**config.mk**
```make
export PLATFORM = sky130hd
export DESIGN_NAME = bounce_gen_flat
export DESIGN_NICKNAME = d
export VERILOG_FILES = /design/src/rtl/bounce_pkg.sv /design/src/rtl/bounce_gen_if.sv /design/src/rtl/bounce_gen_lfsr16.sv /design/src/rtl/bounce_gen.sv /design/src/flat_wrapper.sv
export SDC_FILE = /design/constraint.sdc
export NUM_CORES = 1
export LEC_CHECK = 0
export ABC_AREA = 1
export CAP_MARGIN = 20
export CORE_ASPECT_RATIO = 1.75
export CORE_UTILIZATION = 61
export CTS_CLUSTER_SIZE = 25
export DETAILED_ROUTE_END_ITERATION = 8
export GPL_ROUTABILITY_DRIVEN = 0
export PLACE_DENSITY = 0.8
export SYNTH_ARGS = -nofsm -noshare
export SYNTH_HDL_FRONTEND = slang
export SYNTH_SLANG_ARGS = --single-unit
```
**constraint.sdc**
```tcl
create_clock -name clk -period 3.15 [get_ports clk]
set_input_delay 0.315 -clock clk [delete_from_list [all_inputs] [get_ports clk]]
set_output_delay 0.315 -clock clk [all_outputs]
set_load 0.05 [all_outputs]
```
**src/rtl/bounce_pkg.sv**
```systemverilog
// Shared types and constants for the bouncing-button stimulus generator.
package bounce_pkg;

    localparam int LFSR_W = 16;
    localparam logic [LFSR_W-1:0] LFSR_TAPS = 16'hB400;

    typedef enum logic [1:0] {
        IDLE   = 2'd0,
        BOUNCE = 2'd1,
        SETTLE = 2'd2
    } state_e;

    // One step of the right-shifting Galois LFSR; a non-zero state never reaches zero.
    function automatic logic [LFSR_W-1:0] lfsr_next(input logic [LFSR_W-1:0] s);
        return s[0] ? ((s >> 1) ^ LFSR_TAPS) : (s >> 1);
    endfunction

endpackage

```
**src/rtl/bounce_gen_if.sv**
```systemverilog
// Command handshake into the bounce generator: "drive the button to cmd_level".
interface bounce_gen_if;

    logic cmd_valid;
    logic cmd_level;
    logic cmd_ready;

    modport master (
        output cmd_valid,
        output cmd_level,
        input  cmd_ready
    );

    modport slave (
        input  cmd_valid,
        input  cmd_level,
        output cmd_ready
    );

endinterface

```
**src/rtl/bounce_gen_lfsr16.sv**
```systemverilog
// Free-running 16-bit Galois LFSR; a zero seed is replaced so the state is never all-zero.
module lfsr16
    import bounce_pkg::*;
#(
    parameter logic [LFSR_W-1:0] SEED = 16'hACE1
) (
    input  logic              clk,
    input  logic              rst_n,
    output logic [LFSR_W-1:0] state
);

    localparam logic [LFSR_W-1:0] SEED_NZ = (SEED == '0) ? 16'h0001 : SEED;

    logic [LFSR_W-1:0] state_q;
    logic [LFSR_W-1:0] state_d;

    always_comb state_d = lfsr_next(state_q);

    // NOTE: registers take non-blocking assignments so every flop samples pre-edge values.
    always_ff @(posedge clk or negedge rst_n) begin
        if (!rst_n) state_q <= SEED_NZ;
        else        state_q <= state_d;
    end

    assign state = state_q;

endmodule

```
**src/rtl/bounce_gen.sv**
```systemverilog
// Bouncing-button generator: on command, chatter the button an odd number of times
// with pseudo-random segment lengths, then hold it for a settle window and pulse done.
module bounce_gen
    import bounce_pkg::*;
#(
    parameter int                BOUNCE_MAX = 8,
    parameter int                GLITCH_W   = 8,
    parameter int                SETTLE_CYC = 1024,
    parameter logic              INIT_LEVEL = 1'b0,
    parameter logic [LFSR_W-1:0] LFSR_SEED  = 16'hACE1
) (
    input  logic         clk,
    input  logic         rst_n,
    bounce_gen_if.slave  cmd,
    output logic         button,
    output logic         busy,
    output logic         done,
    output logic [7:0]   edge_cnt
);

    localparam int             SEG_W       = (GLITCH_W > 0) ? GLITCH_W : 1;
    localparam int             SET_W       = $clog2(SETTLE_CYC + 1);
    localparam logic [SET_W-1:0] SETTLE_LOAD = SET_W'(SETTLE_CYC - 1);
    localparam logic [8:0]     BM_MOD      = 9'(BOUNCE_MAX + 1);

    logic [LFSR_W-1:0] lfsr_s;
    logic              lfsr_unused;
    logic [SEG_W-1:0]  seg_load;
    logic [8:0]        k_val;
    logic [8:0]        toggles_load;

    state_e            state_q, state_d;
    logic              button_q, button_d;
    logic              busy_q, busy_d;
    logic              ready_q, ready_d;
    logic              done_q, done_d;
    logic [7:0]        edge_cnt_q, edge_cnt_d;
    logic [SEG_W-1:0]  seg_cnt_q, seg_cnt_d;
    logic [SET_W-1:0]  settle_q, settle_d;
    logic [8:0]        toggles_q, toggles_d;

    lfsr16 #(.SEED(LFSR_SEED)) u_lfsr (
        .clk   (clk),
        .rst_n (rst_n),
        .state (lfsr_s)
    );

    // Only the low byte and the segment field are consumed; the rest is deliberately dropped.
    assign lfsr_unused = ^lfsr_s;

    generate
        if (GLITCH_W > 0) begin : g_seg
            assign seg_load = lfsr_s[GLITCH_W-1:0];
        end else begin : g_seg_zero
            assign seg_load = '0;
        end
    endgenerate

    // K extra toggle pairs, always giving an odd total so the final level matches the command.
    assign k_val        = {1'b0, lfsr_s[7:0]} % BM_MOD;
    assign toggles_load = {k_val[7:0], 1'b1};

    always_comb begin
        // NOTE: every _d defaults to its _q so no branch can leave a latch behind.
        state_d    = state_q;
        button_d   = button_q;
        busy_d     = busy_q;
        ready_d    = ready_q;
        done_d     = 1'b0;
        edge_cnt_d = edge_cnt_q;
        seg_cnt_d  = seg_cnt_q;
        settle_d   = settle_q;
        toggles_d  = toggles_q;

        unique case (state_q)
            IDLE: begin
                if (cmd.cmd_valid && ready_q) begin
                    edge_cnt_d = 8'd0;
                    busy_d     = 1'b1;
                    ready_d    = 1'b0;
                    if (cmd.cmd_level != button_q) begin
                        state_d   = BOUNCE;
                        toggles_d = toggles_load;
                        seg_cnt_d = '0;
                    end else begin
                        state_d   = SETTLE;
                        toggles_d = 9'd0;
                        settle_d  = SETTLE_LOAD;
                    end
                end
            end
            BOUNCE: begin
                // seg_cnt of zero marks the end of a segment (or the entry cycle).
                if (seg_cnt_q == '0) begin
                    button_d   = ~button_q;
                    edge_cnt_d = (edge_cnt_q == 8'hFF) ? edge_cnt_q : edge_cnt_q + 8'd1;
                    toggles_d  = toggles_q - 9'd1;
                    seg_cnt_d  = seg_load;
                    if (toggles_q == 9'd1) begin
                        state_d  = SETTLE;
                        settle_d = SETTLE_LOAD;
                    end
                end else begin
                    seg_cnt_d = seg_cnt_q - SEG_W'(1);
                end
            end
            SETTLE: begin
                if (settle_q == '0) begin
                    state_d = IDLE;
                    done_d  = 1'b1;
                    busy_d  = 1'b0;
                    ready_d = 1'b1;
                end else begin
                    settle_d = settle_q - SET_W'(1);
                end
            end
            default: begin
                state_d = IDLE;
                busy_d  = 1'b0;
                ready_d = 1'b1;
            end
        endcase
    end

    always_ff @(posedge clk or negedge rst_n) begin
        if (!rst_n) begin
            state_q    <= IDLE;
            button_q   <= INIT_LEVEL;
            busy_q     <= 1'b0;
            ready_q    <= 1'b1;
            done_q     <= 1'b0;
            edge_cnt_q <= 8'd0;
            seg_cnt_q  <= '0;
            settle_q   <= '0;
            toggles_q  <= 9'd0;
        end else begin
            state_q    <= state_d;
            button_q   <= button_d;
            busy_q     <= busy_d;
            ready_q    <= ready_d;
            done_q     <= done_d;
            edge_cnt_q <= edge_cnt_d;
            seg_cnt_q  <= seg_cnt_d;
            settle_q   <= settle_d;
            toggles_q  <= toggles_d;
        end
    end

    assign cmd.cmd_ready = ready_q;
    assign button        = button_q;
    assign busy          = busy_q;
    assign done          = done_q;
    assign edge_cnt      = edge_cnt_q;

endmodule

```
**src/flat_wrapper.sv**
```systemverilog
// flat-port wrapper written by rule: the top's interface ports become plain ports
module bounce_gen_flat import bounce_pkg::*;
#(
    parameter int                BOUNCE_MAX = 8,
    parameter int                GLITCH_W   = 8,
    parameter int                SETTLE_CYC = 1024,
    parameter logic              INIT_LEVEL = 1'b0,
    parameter logic [LFSR_W-1:0] LFSR_SEED  = 16'hACE1
)
  (clk, rst_n, button, busy, done, edge_cnt, cmd_cmd_valid, cmd_cmd_level, cmd_cmd_ready);
  bounce_gen_if cmd_i ();
  input  logic clk;
  input  logic rst_n;
  output logic button;
  output logic busy;
  output logic done;
  output logic [7:0] edge_cnt;
  input wire logic [$bits(cmd_i.cmd_valid)-1:0] cmd_cmd_valid;
  input wire logic [$bits(cmd_i.cmd_level)-1:0] cmd_cmd_level;
  output wire logic [$bits(cmd_i.cmd_ready)-1:0] cmd_cmd_ready;
  assign cmd_i.cmd_valid = cmd_cmd_valid;
  assign cmd_i.cmd_level = cmd_cmd_level;
  assign cmd_cmd_ready = cmd_i.cmd_ready;
  bounce_gen #(.BOUNCE_MAX(BOUNCE_MAX), .GLITCH_W(GLITCH_W), .SETTLE_CYC(SETTLE_CYC), .INIT_LEVEL(INIT_LEVEL), .LFSR_SEED(LFSR_SEED)) u_core (.clk(clk), .rst_n(rst_n), .cmd(cmd_i), .button(button), .busy(busy), .done(done), .edge_cnt(edge_cnt));
endmodule
```
# After elaboration in Yosys (flattened, before gate mapping)
# Index checks and enable logic that the tools add are counted.
[totals] register_bits=58 out_inout_bits=12 word_cells=77
[op_classes] n_addsub=4 n_div=1 n_eq_ne=13 mux=33 bitwise=3 n_reduce_logical=13
[ops] op="$mux 11" count=5
[ops] op="$mux 8" count=6
[ops] op="$pmux 11 s3" count=1
[ops] op="$pmux 8 s2" count=2
[ops] op="$mux 9" count=3
[ops] op="$pmux 9 s2" count=1
[ops] op="$mux 16" count=1
[ops] op="$logic_not 11->1" count=1
[ops] op="$sub 11x1->11 const B" count=1
[ops] op="$mux 2" count=5
[ops] op="$ne 2x1->1 const B" count=5
[ops] op="$eq 9x1->1 const B" count=1
[ops] op="$mod 8x4->9 const B" count=1
[ops] op="$reduce_and 3->1" count=3
[ops] op="$sub 9x1->9 const B" count=1
[ops] op="$add 8x1->8 const B" count=1
[ops] op="$eq 8x8->1 const B" count=1
[ops] op="$logic_not 8->1" count=1
[ops] op="$reduce_and 4->1" count=2
[ops] op="$sub 8x1->8 const B" count=1
[ops] op="$mux 1" count=6
[ops] op="$ne 2x2->1 const B" count=3
[ops] op="$pmux 1 s3" count=2
[ops] op="$pmux 2 s3" count=1
[ops] op="other kinds (11)" count=12

# Logic depth before layout (Yosys ltp)
# Gate-level depths: netlist of the first run.
[logic_depth] ltp_word=4 depth_mapped=28 mapped_depth_nobuf=28

# Cells and area by module
# A second synthesis of the first run with hierarchy kept.
[hier_totals] hier_cells=469 hier_area_um2=3646.0
[modules_own_cells] mod="bounce_gen" n_inst=1 cells_each=427 area_per_inst_um2=3089.2 seq_area_each_um2=1052.3
[modules_own_cells] mod="lfsr16" n_inst=1 cells_each=42 area_per_inst_um2=556.8 seq_area_each_um2=410.4

# Worst setup path before layout of the first run
# No wires, ideal clock.
[synth_path] kind="flip-flop to flip-flop" from="reg u_core.u_lfsr.state_q[7] (netlist: u_core.u_lfsr.state[7])" to="reg u_core.toggles_q[1]" setup_ps=121 arrival_time_ps=2588 setup_slack_ps=441 path_stages_with_launch=25 period_less_slack_ps=2709 cell_sequence="dfstp_2 inv_2 nor2_4 nand3_1 nand2_2 inv_2 nand2_4 nand2_4 nand2_1 nand2_1 inv_2 nand2_2 nand2_2 nand2_2 nand2_1 inv_1 ha_1 o21ai_0 nand3_2 inv_2 nor2_4 a21oi_2 nand3_1 nand3_1 a21oi_1"
[synth_via] elab_chain_len=4
[synth_rtl] item="start, declared" line_no="bounce_gen_lfsr16.sv:14" text="logic [LFSR_W-1:0] state_q;"
[synth_rtl] item="start signal, assigned" line_no="bounce_gen_lfsr16.sv:22" text="else state_q <= state_d;"
[synth_rtl] item="$mod 8x4->9" line_no="bounce_gen.sv:60" text="assign k_val = {1'b0, lfsr_s[7:0]} % BM_MOD;"
[synth_rtl] item="$mux 9" line_no="bounce_gen.sv:81" text="if (cmd.cmd_level != button_q) begin"
[synth_rtl] item="$mux 9" line_no="bounce_gen.sv:77" text="if (cmd.cmd_valid && ready_q) begin"
[synth_rtl] item="$pmux 9 s2" line_no="bounce_gen.sv:75" text="unique case (state_q)"
[synth_rtl] item="end signal, assigned" line_no="bounce_gen.sv:145" text="toggles_q <= toggles_d;"
[synth_rtl] item="end, declared" line_no="bounce_gen.sv:40" text="logic [8:0] toggles_q, toggles_d;"
# Every way passes these cells. The select of a mux whose other input is x is not followed.
# A chain may end at the register's enable or synchronous reset.

# Final worst setup path of the first run
[layout_path] from="reg u_core.u_lfsr.state_q[7] (netlist: u_core.u_lfsr.state[7])" to="reg u_core.toggles_q[7]"
# The elaborated chain is that of the path after synthesis.

==> impl_summary.md, run 1 <==
Status
The run finished, with violations left. The final reports fail on negative setup slack.

Logic synthesis
The leading area contributor after synthesis is dfrtp_1. The netlist uses 42 different library cells. The primary flip-flop cell chosen by synthesis mapping is dfrtp_1. After synthesis the netlist holds a flip-flop and latch count of 58.

The number of cells produced by synthesis is 458. In this run the biggest area consumer among cell types represents 34.9% of the synthesized area. By area the synthesized netlist is led by dfrtp_1 35%, nand2_1 8.7%, inv_1 7.3%. The cell with the most instances after synthesis is nand2_1. The share of async-settable or async-resettable flops after synthesis is 100%.

By count the netlist is led by 82 x nand2_1, 68 x inv_1, 58 x nor2_1, 49 x dfrtp_1, 33 x nand3_1. After synthesis, flip-flops and latches occupy 41.6% of the total area. When the netlist entered floorplanning its net count stood at 472. The netlist area before placement is 3520 um2.

In this run, synthesis inferred 0 flip-flops with an integrated enable. Each instance of the synthesized netlist takes up on average 7.68 um2. Yosys printed 0 warnings.

STA
The post-route setup TNS is -606 ps. Setup violations remaining at the end of the flow were counted as 7. The period utilization is 103%. Once routing completed, OpenROAD measured the worst setup slack at -108 ps.

The highest achievable clock rate is 307 MHz. The final critical delay including setup and external delays is 3260 ps. Setup repair after global routing could not meet its margin everywhere. The relative max-transition margin is 36.8%. The number of pins with negative max-slew slack in the final report came to 0.

The final-report hold violation count is 0. The clock arrives with 10.8 ps of skew. For the pin with the worst max-slew slack, the measured transition is 948 ps.

CTS
The number of levels in the clock H-tree is 3. The cell chosen for the clock root is clkbuf_8. The TritonCTS buffer count is 9. The number of buffers between clock root and the deepest sink is 2. The clock net in this run drives a total of 58 sinks. After clock tree synthesis, the clock-pin slew on the worst setup and hold paths is 70 ps.

Clock latency on the worst-skew pair, taken at its later pin, is 350 ps. TritonCTS built the clock tree.

Floorplan
The die is 59.4 um wide. The core area is 5540 um2. The total I/O pin count is 16. The total number of placement rows is 36. The die area is 6090 um2.

For this configuration, the core starts out at a cell density of 63.5%. The die height is 102 um.

Worst setup path
In this run the worst path has a maximum fanout of 5. Counting buffers and inverters, the worst setup path is 23 cells deep. The reg-to-reg critical path startpoint is u_core.u_lfsr.state[7]. Walking the worst path, the cells encountered are inv_2 > nor2_4 > nand3_2 > nand2_2 > inv_2 > nand2_4 > nand2_4 > nand2_4 > nand4_4 > buf_4 > a31oi_1 > nor2_2 > inv_2 > nand3_1 > nand2_2 > ha_2 > nand3_2 > inv_1 > nand2_2 > nand4_4 > buf_4 > nand4_1 > a21oi_1.

The most critical setup path has its startpoint at u_core.u_lfsr.state[7]. The capturing instance or port of the critical path is u_core.toggles_q[7]. For the worst flop-to-flop path, the logic depth is 23.

The critical path endpoint category is a flop. The kind of critical path is reg2reg. The kind of cell with the highest combined delay along the critical path is simple AND/OR/NAND/NOR gates. The kind of start point of the critical path is a flop. In this design, the stage delay of the slowest critical-path cell is 550 ps. The data arrival at the endpoint of the critical path is 3530 ps. The end of the worst register-to-register path is u_core.toggles_q[7]. The buffering stage count on the worst path with inverters included is 6. For the worst setup path, the data required time is 3430 ps. The slowest library cell on the worst path is dfstp_2. The setup slack on the worst flop-to-flop path is -110 ps.

Route
The number of remaining DRC errors is 0. The routed wire length on met3 is 216 um. Dividing the detail-routed wire length by the instance count gives 14.0 um. The total length of routed wires is 8330 um. The total number of vias is 3255.

The routed via count divided by cell count is 5.49. In this run, the number of DRC markers left after iteration 0 of detailed routing was 153. The detail route stage leaves a number of antenna-violating nets equal to 0.

The detailed router put a total of 3160 um of wire on met1. Summed over all nets, wire length on met2 after detailed routing comes to 4610 um. The top layer reached by signal wires is met4. The detailed-router iteration count before antenna repair is 4.

Pwr
The worst supply voltage drop on vdd is 365 uV. The completed layout was analyzed and its total power is 0.00147 W. The total power density per cell area is 338 nW/um2.

The analysis attributes to cell leakage a power of 2.27 nW.

Global routing
Entering global routing, the biggest net connects 44 pins. The global-route wire length before repair is 12200 um. Across every metal layer, demand over resource in global routing totals 26.8%. The number of global-route vias before repair was 2917. The number of antenna violations at the first check in global routing is 0. The total overflow left after global routing is 0.

Finish
Cells with a size suffix above 1 make up 23.4% of the layout. The repair_antennas step left the layout with diodes totalling 0. At the end of the flow, the number of nets in the layout was 526. The filler cells instantiated in the layout total 405. The area added between synthesis and finish is 23.5%.

Place
The number of port buffers is 15. The placed wire-length estimate is 5640 um.

Flow run
Across the run, the number of max-cap violations was 0.

Worst hold path
The worst min-delay path category is in2async.
-- logic make-up (layout without fill, tap and decap cells) --
logic type | count (synthesis) | count (layout) | synth area share, %
AND/OR/NAND/NOR | 220 | 220 | 30.9
buffers and inverters | 83 | 142 | 9.00
XOR/XNOR | 11 | 11 | 2.74
flip-flops | 58 | 58 | 41.6
AO/OA/AOI/OAI | 76 | 76 | 12.3
adder cells (fa/ha/maj) | 10 | 10 | 3.56
-- how the worst min path moves through the flow --
stage | start | end | slack [ps] | cells after the start
floorplan | rst_n | u_core.busy | 20 | 0
global placement | u_core.u_lfsr.state[9] | u_core.u_lfsr.state[8] | 350 | 0
detailed placement | u_core.u_lfsr.state[12] | u_core.u_lfsr.state[11] | 340 | 0
CTS | rst_n | u_core.edge_cnt[6] | 140 | 1
global route | rst_n | u_core.edge_cnt[6] | 190 | 1
finish | rst_n | u_core.edge_cnt[6] | 110 | 1
-- report_power, final --
group	internal (W)	total (W)	switching (W)
clock	0.000406	0.000697	0.000291
sequential	0.000746	0.000747	0.000000605
combinational	0.00000517	0.0000249	0.0000198
-- metrics by stage --
step / area (um2) / hold WS, ps / utilization (%) / worst slack (ps) / std cells
after floorplan: 3520 / 19.4 / - / 441 / 458
after global placement: 3810 / 348 / 68.7 / 140 / 554
after detailed placement: 3810 / 339 / 68.7 / 29.6 / 554
after CTS: 4010 / 135 / 72.3 / 26.0 / 570
after global routing: 4350 / 186 / 78.4 / -297 / 593
final: 4350 / 108 / 78.4 / -108 / 593
-- layout make-up --
cell class | instances | area, um2 | share of cell area, %
clock buffer | 13 | 159 | 3.66
clock inverter | 3 | 40.0 | 0.921
inverter | 80 | 318 | 7.31
multi-input combinational | 317 | 1890 | 43.6
sequential | 58 | 1460 | 33.7
tap | 76 | 95.1 | 2.19
timing repair buffer | 46 | 378 | 8.70
-- registers in the layout (all words and copies together) (netlist names) --
signal	count
u_core.busy	1
u_core.settle_q	11
u_core.toggles_q	9
u_core.state_q	2
u_core.seg_cnt_q	8
u_core.button	1
u_core.cmd.cmd_ready	1
u_core.u_lfsr.state	16
u_core.done	1
u_core.edge_cnt	8
-- cell usage in the layout, fill, tap and decap left out, types with 13 or more instances in the layout --
cell and count:
nand2_2 13, o21ai_0 29, nand3_1 29, nand2_1 73, a21oi_1 21, inv_1 66, nor2_1 56, clkdlybuf4s50_1 14
buf_4 31, dfrtp_1 49
-- repair_timing --
item                       CTS  global route
hold buffers                 0             0
setup endpoints to repair    0             8
resized for setup            0            45
setup buffers                0            23
-- metal layers --
layer	track usage (%)	vias to the layer above
li1	-	1607
met1	27.2	1533
met2	48.4	78
met3	5.95	37
met4	16.1	0
met5	0	-
(Power assumes the default switching activity.)
==> run 2: changes to the inputs <==
--- a/config.mk
+++ b/config.mk
@@ -12,7 +12,8 @@
 export CTS_CLUSTER_SIZE = 25
 export DETAILED_ROUTE_END_ITERATION = 8
 export GPL_ROUTABILITY_DRIVEN = 0
-export PLACE_DENSITY = 0.8
+export PLACE_DENSITY = 0.85
+export REMOVE_ABC_BUFFERS = 1
 export SYNTH_ARGS = -nofsm -noshare
 export SYNTH_HDL_FRONTEND = slang
 export SYNTH_SLANG_ARGS = --single-unit
==> run 2 against run 1 <==
  * The run still ends with negative setup slack left
  * Sequential power is essentially flat
  * Flip-flop and latch count is the same
  * Cell area shrank 0.92%
  * Core utilization shrank 0.72 points
  * Wire length grew 2.8%
  * Via count shrank 0.95%
  * Die area is the same
  * Critical path depth grew 4
  * Non-clock buffer count shrank 11
  * Clock skew shrank 4.5 ps
  * Largest cell class unchanged
  * Maximum frequency grew 2.7%
  * Global-route usage grew 0.88 points
==> impl_summary.md, run 2 (synthesized netlist as in run 1, its figures left out) <==
Status
The flow ran to the end, but the final reports show violations. The checks that failed: negative setup slack.

CTS
The TritonCTS buffer count was 9 (unchanged). The number of levels in the clock H-tree was 3 (unchanged). The register clock-pin slew on the reported worst setup and hold paths came to 70 ps (about the same). The cell sitting at the root of the clock tree is a clkbuf_8. TritonCTS built the clock tree. The post-cts hold buffer count is 0 (unchanged). The insertion delay of the later-clocked pin in the worst-skew pair came to 340 ps (about the same). The CTS sink count was 58 (unchanged). The number of buffers between clock root and the deepest sink came to 2 (unchanged).

Finish
Leaving out fill and tap cells, the most frequent cell in the layout is nand2_1. The area occupied by registers is 1460 um2 (unchanged). The design area is 4310 um2 (-0.92%).

The post-layout net count was 515 (-2.1%). The area added between synthesis and finish is 22.4%. The number of inserted diodes came to 0 (unchanged).

The number of fillers in the final layout is 377 (-6.9%). The proportion of layout cells with a drive suffix above 1 was 22.7% (-0.68 points). The post-route core utilization came to 77.7% (-0.72 points). The flip-flop count of the largest register after layout is 16 (unchanged). The combined area of the multi-input logic cells is 1900 um2 (+0.59%). The top cell types in the final layout, fill and taps aside, are 74 x nand2_1, 65 x inv_1, 56 x nor2_1.

STA
The transition at the pin with the smallest max-transition slack is 709 ps (-239 ps). The clock skew after layout is 6.32 ps (-4.50 ps). The number of pins with negative max-slew slack in the final report was 0 (unchanged). The final critical delay including setup and external delays was 3170 ps (-84.9 ps).

The period utilization is 101% (-2.7 points). The final-report hold violation count came to 0 (unchanged). The final-report setup violation count is 5 (-2). The highest achievable clock rate is 315 MHz (+2.7%). The relative max-transition margin is 52.7% (+16 points).

The setup slack of the critical path after layout is -23.2 ps (+84.9 ps). Setup repair after global routing could not meet its margin everywhere.

Worst setup path
The most critical setup path has its startpoint at u_core.u_lfsr.state[7]. The setup slack on the worst flop-to-flop path came to -20 ps (+80 ps). The end of the worst register-to-register path is u_core.toggles_q[2].

The data arrival at the endpoint of the critical path was 3440 ps (-90 ps). The most used cell along the critical path is nand2_4. The required time of the worst setup path was 3420 ps (about the same).

The slowest library cell on the worst path is dfstp_2. In this run the critical register-to-register path is launched from u_core.u_lfsr.state[7]. The number of cell instances on the worst register-to-register path is 27 (+17%).

The kind of start point of the critical path is a flop. The delay of the slowest cell on the worst path was 550 ps (about the same). The buffering stage count on the worst path with inverters included is 6 (unchanged). The kind of critical path is reg2reg. The family of cells with the greatest summed delay on the critical path is simple AND/OR/NAND/NOR gates.

The largest fanout on the critical path is 6 (+1). The critical path endpoint category is a flop.

Place
The pre-CTS setup slack is 18.2 ps (-11.4 ps). The number of port buffers is 15 (unchanged). The cell area reported after detailed placement was 3800 um2 (-0.20%).

The placed wire-length estimate is 5490 um (-2.6%).

Route
The remaining antenna violation count after routing is 0 (unchanged). The DRC marker count from the first detailed-route iteration is 219 (+43%). The number of remaining DRC errors was 0 (unchanged).

The routed via count divided by cell count is 5.54 (+0.92%). The mean routed wirelength per cell is 14.7 um (+4.7%). The total number of vias is 3224 (-0.95%).

The detailed-router iteration count before antenna repair is 4 (unchanged). The total length of routed wires is 8560 um (+2.8%).

Flow run
The number of maximum-capacitance constraint violations was 0 (unchanged).

Global routing
The remaining global-route overflow is 0 (unchanged). The pin count of the biggest net entering global routing is 59 (+34%). The global-route wire length before repair is 12600 um (+3.5%). The number of global-route vias before repair came to 3069 (+5.2%). The total global routing track utilization is 27.7% (+0.88 points). The number of antenna violations at the first check in global routing is 0 (unchanged).

Floorplan
The total I/O pin count is 16 (unchanged). The core area is 5540 um2 (unchanged). The horizontal die dimension is 59.4 um (unchanged). The starting density of the core is 63.5% (unchanged).

The total number of placement rows was 36 (unchanged). The die height came to 102 um (unchanged). The die area is 6090 um2 (unchanged).

Pwr
The worst supply voltage drop on vdd came to 475 uV (+30%). The static leakage is 2.25 nW (-1.1%). The total power density per cell area is 366 nW/um2 (+8.2%).

The post-layout total power was 0.00157 W (+7.2%).

Worst hold path
The worst min-delay path category is in2async.
==> run 2: changes by cell type in the layout (fill, tap and decap cells not counted), sizes merged <==
| cell | before | now |
|---|---|---|
| buf | 32 | 21 |
| bufinv | 1 | 2 |
| clkinv | 4 | 2 |
| inv | 78 | 79 |
| clkbuf | 13 | 12 |
| clkinvlp | 0 | 1 |
==> run 2: per-stage QoR <==
stage	TNS (ps)	hold WS, ps	instances
2_1_floorplan	0	19.4	455
3_3_place_gp	0	339	553
3_5_place_dp	0	347	553
4_1_cts	0	130	569
5_1_grt	-1310	159	582
6_report	-88.0	92.7	582
==> run 2: area by class of cell <==
type	instances	share of cell area, %
repair buffers	35	6.86
inverters	80	7.21
well taps	76	2.21
flip-flops and latches	58	34.0
clock buffers	12	3.84
clock inverters	4	1.69
multi-input cells	317	44.2
==> run 2: worst max path at each step <==
stage | end | slack, ps | cells after the start
after global routing | u_core.toggles_q[8] | -210 | 25
after floorplan | u_core.toggles_q[1] | 440 | 24
after global placement | u_core.toggles_q[3] | 180 | 24
after detailed placement | u_core.toggles_q[3] | 20 | 24
final | u_core.toggles_q[2] | -20 | 27
after CTS | u_core.toggles_q[6] | 10 | 23
==> run 2: routing by layer <==
metal	GRT usage [%]	wire [um]	share of wire, %	vias to the layer above
met1	30.1	3380	39	1533
met2	48.9	4650	54	77
met3	6.71	250	2.9	32
met4	13.7	283	3.3	0
met5	0	0	0	-
li1	-	-	-	1582
==> run 2: what timing repair did <==
action / CTS / global route
pin swaps: 0 / 18
setup buffers: 0 / 13
cloned: 0 / 0
resized for setup: 1 / 46
endpoints found under the setup margin: 1 / 8
==> run 2: where the power goes <==
group | internal [W] | leakage [nW] | total (W) | switching [W]
clock network | 0.000508 | 0.119 | 0.000803 | 0.000294
logic | 0.00000519 | 1.43 | 0.0000246 | 0.0000194
registers | 0.000746 | 0.702 | 0.000747 | 0.000000750
total | 0.00126 | 2.25 | 0.00157 | 0.000315
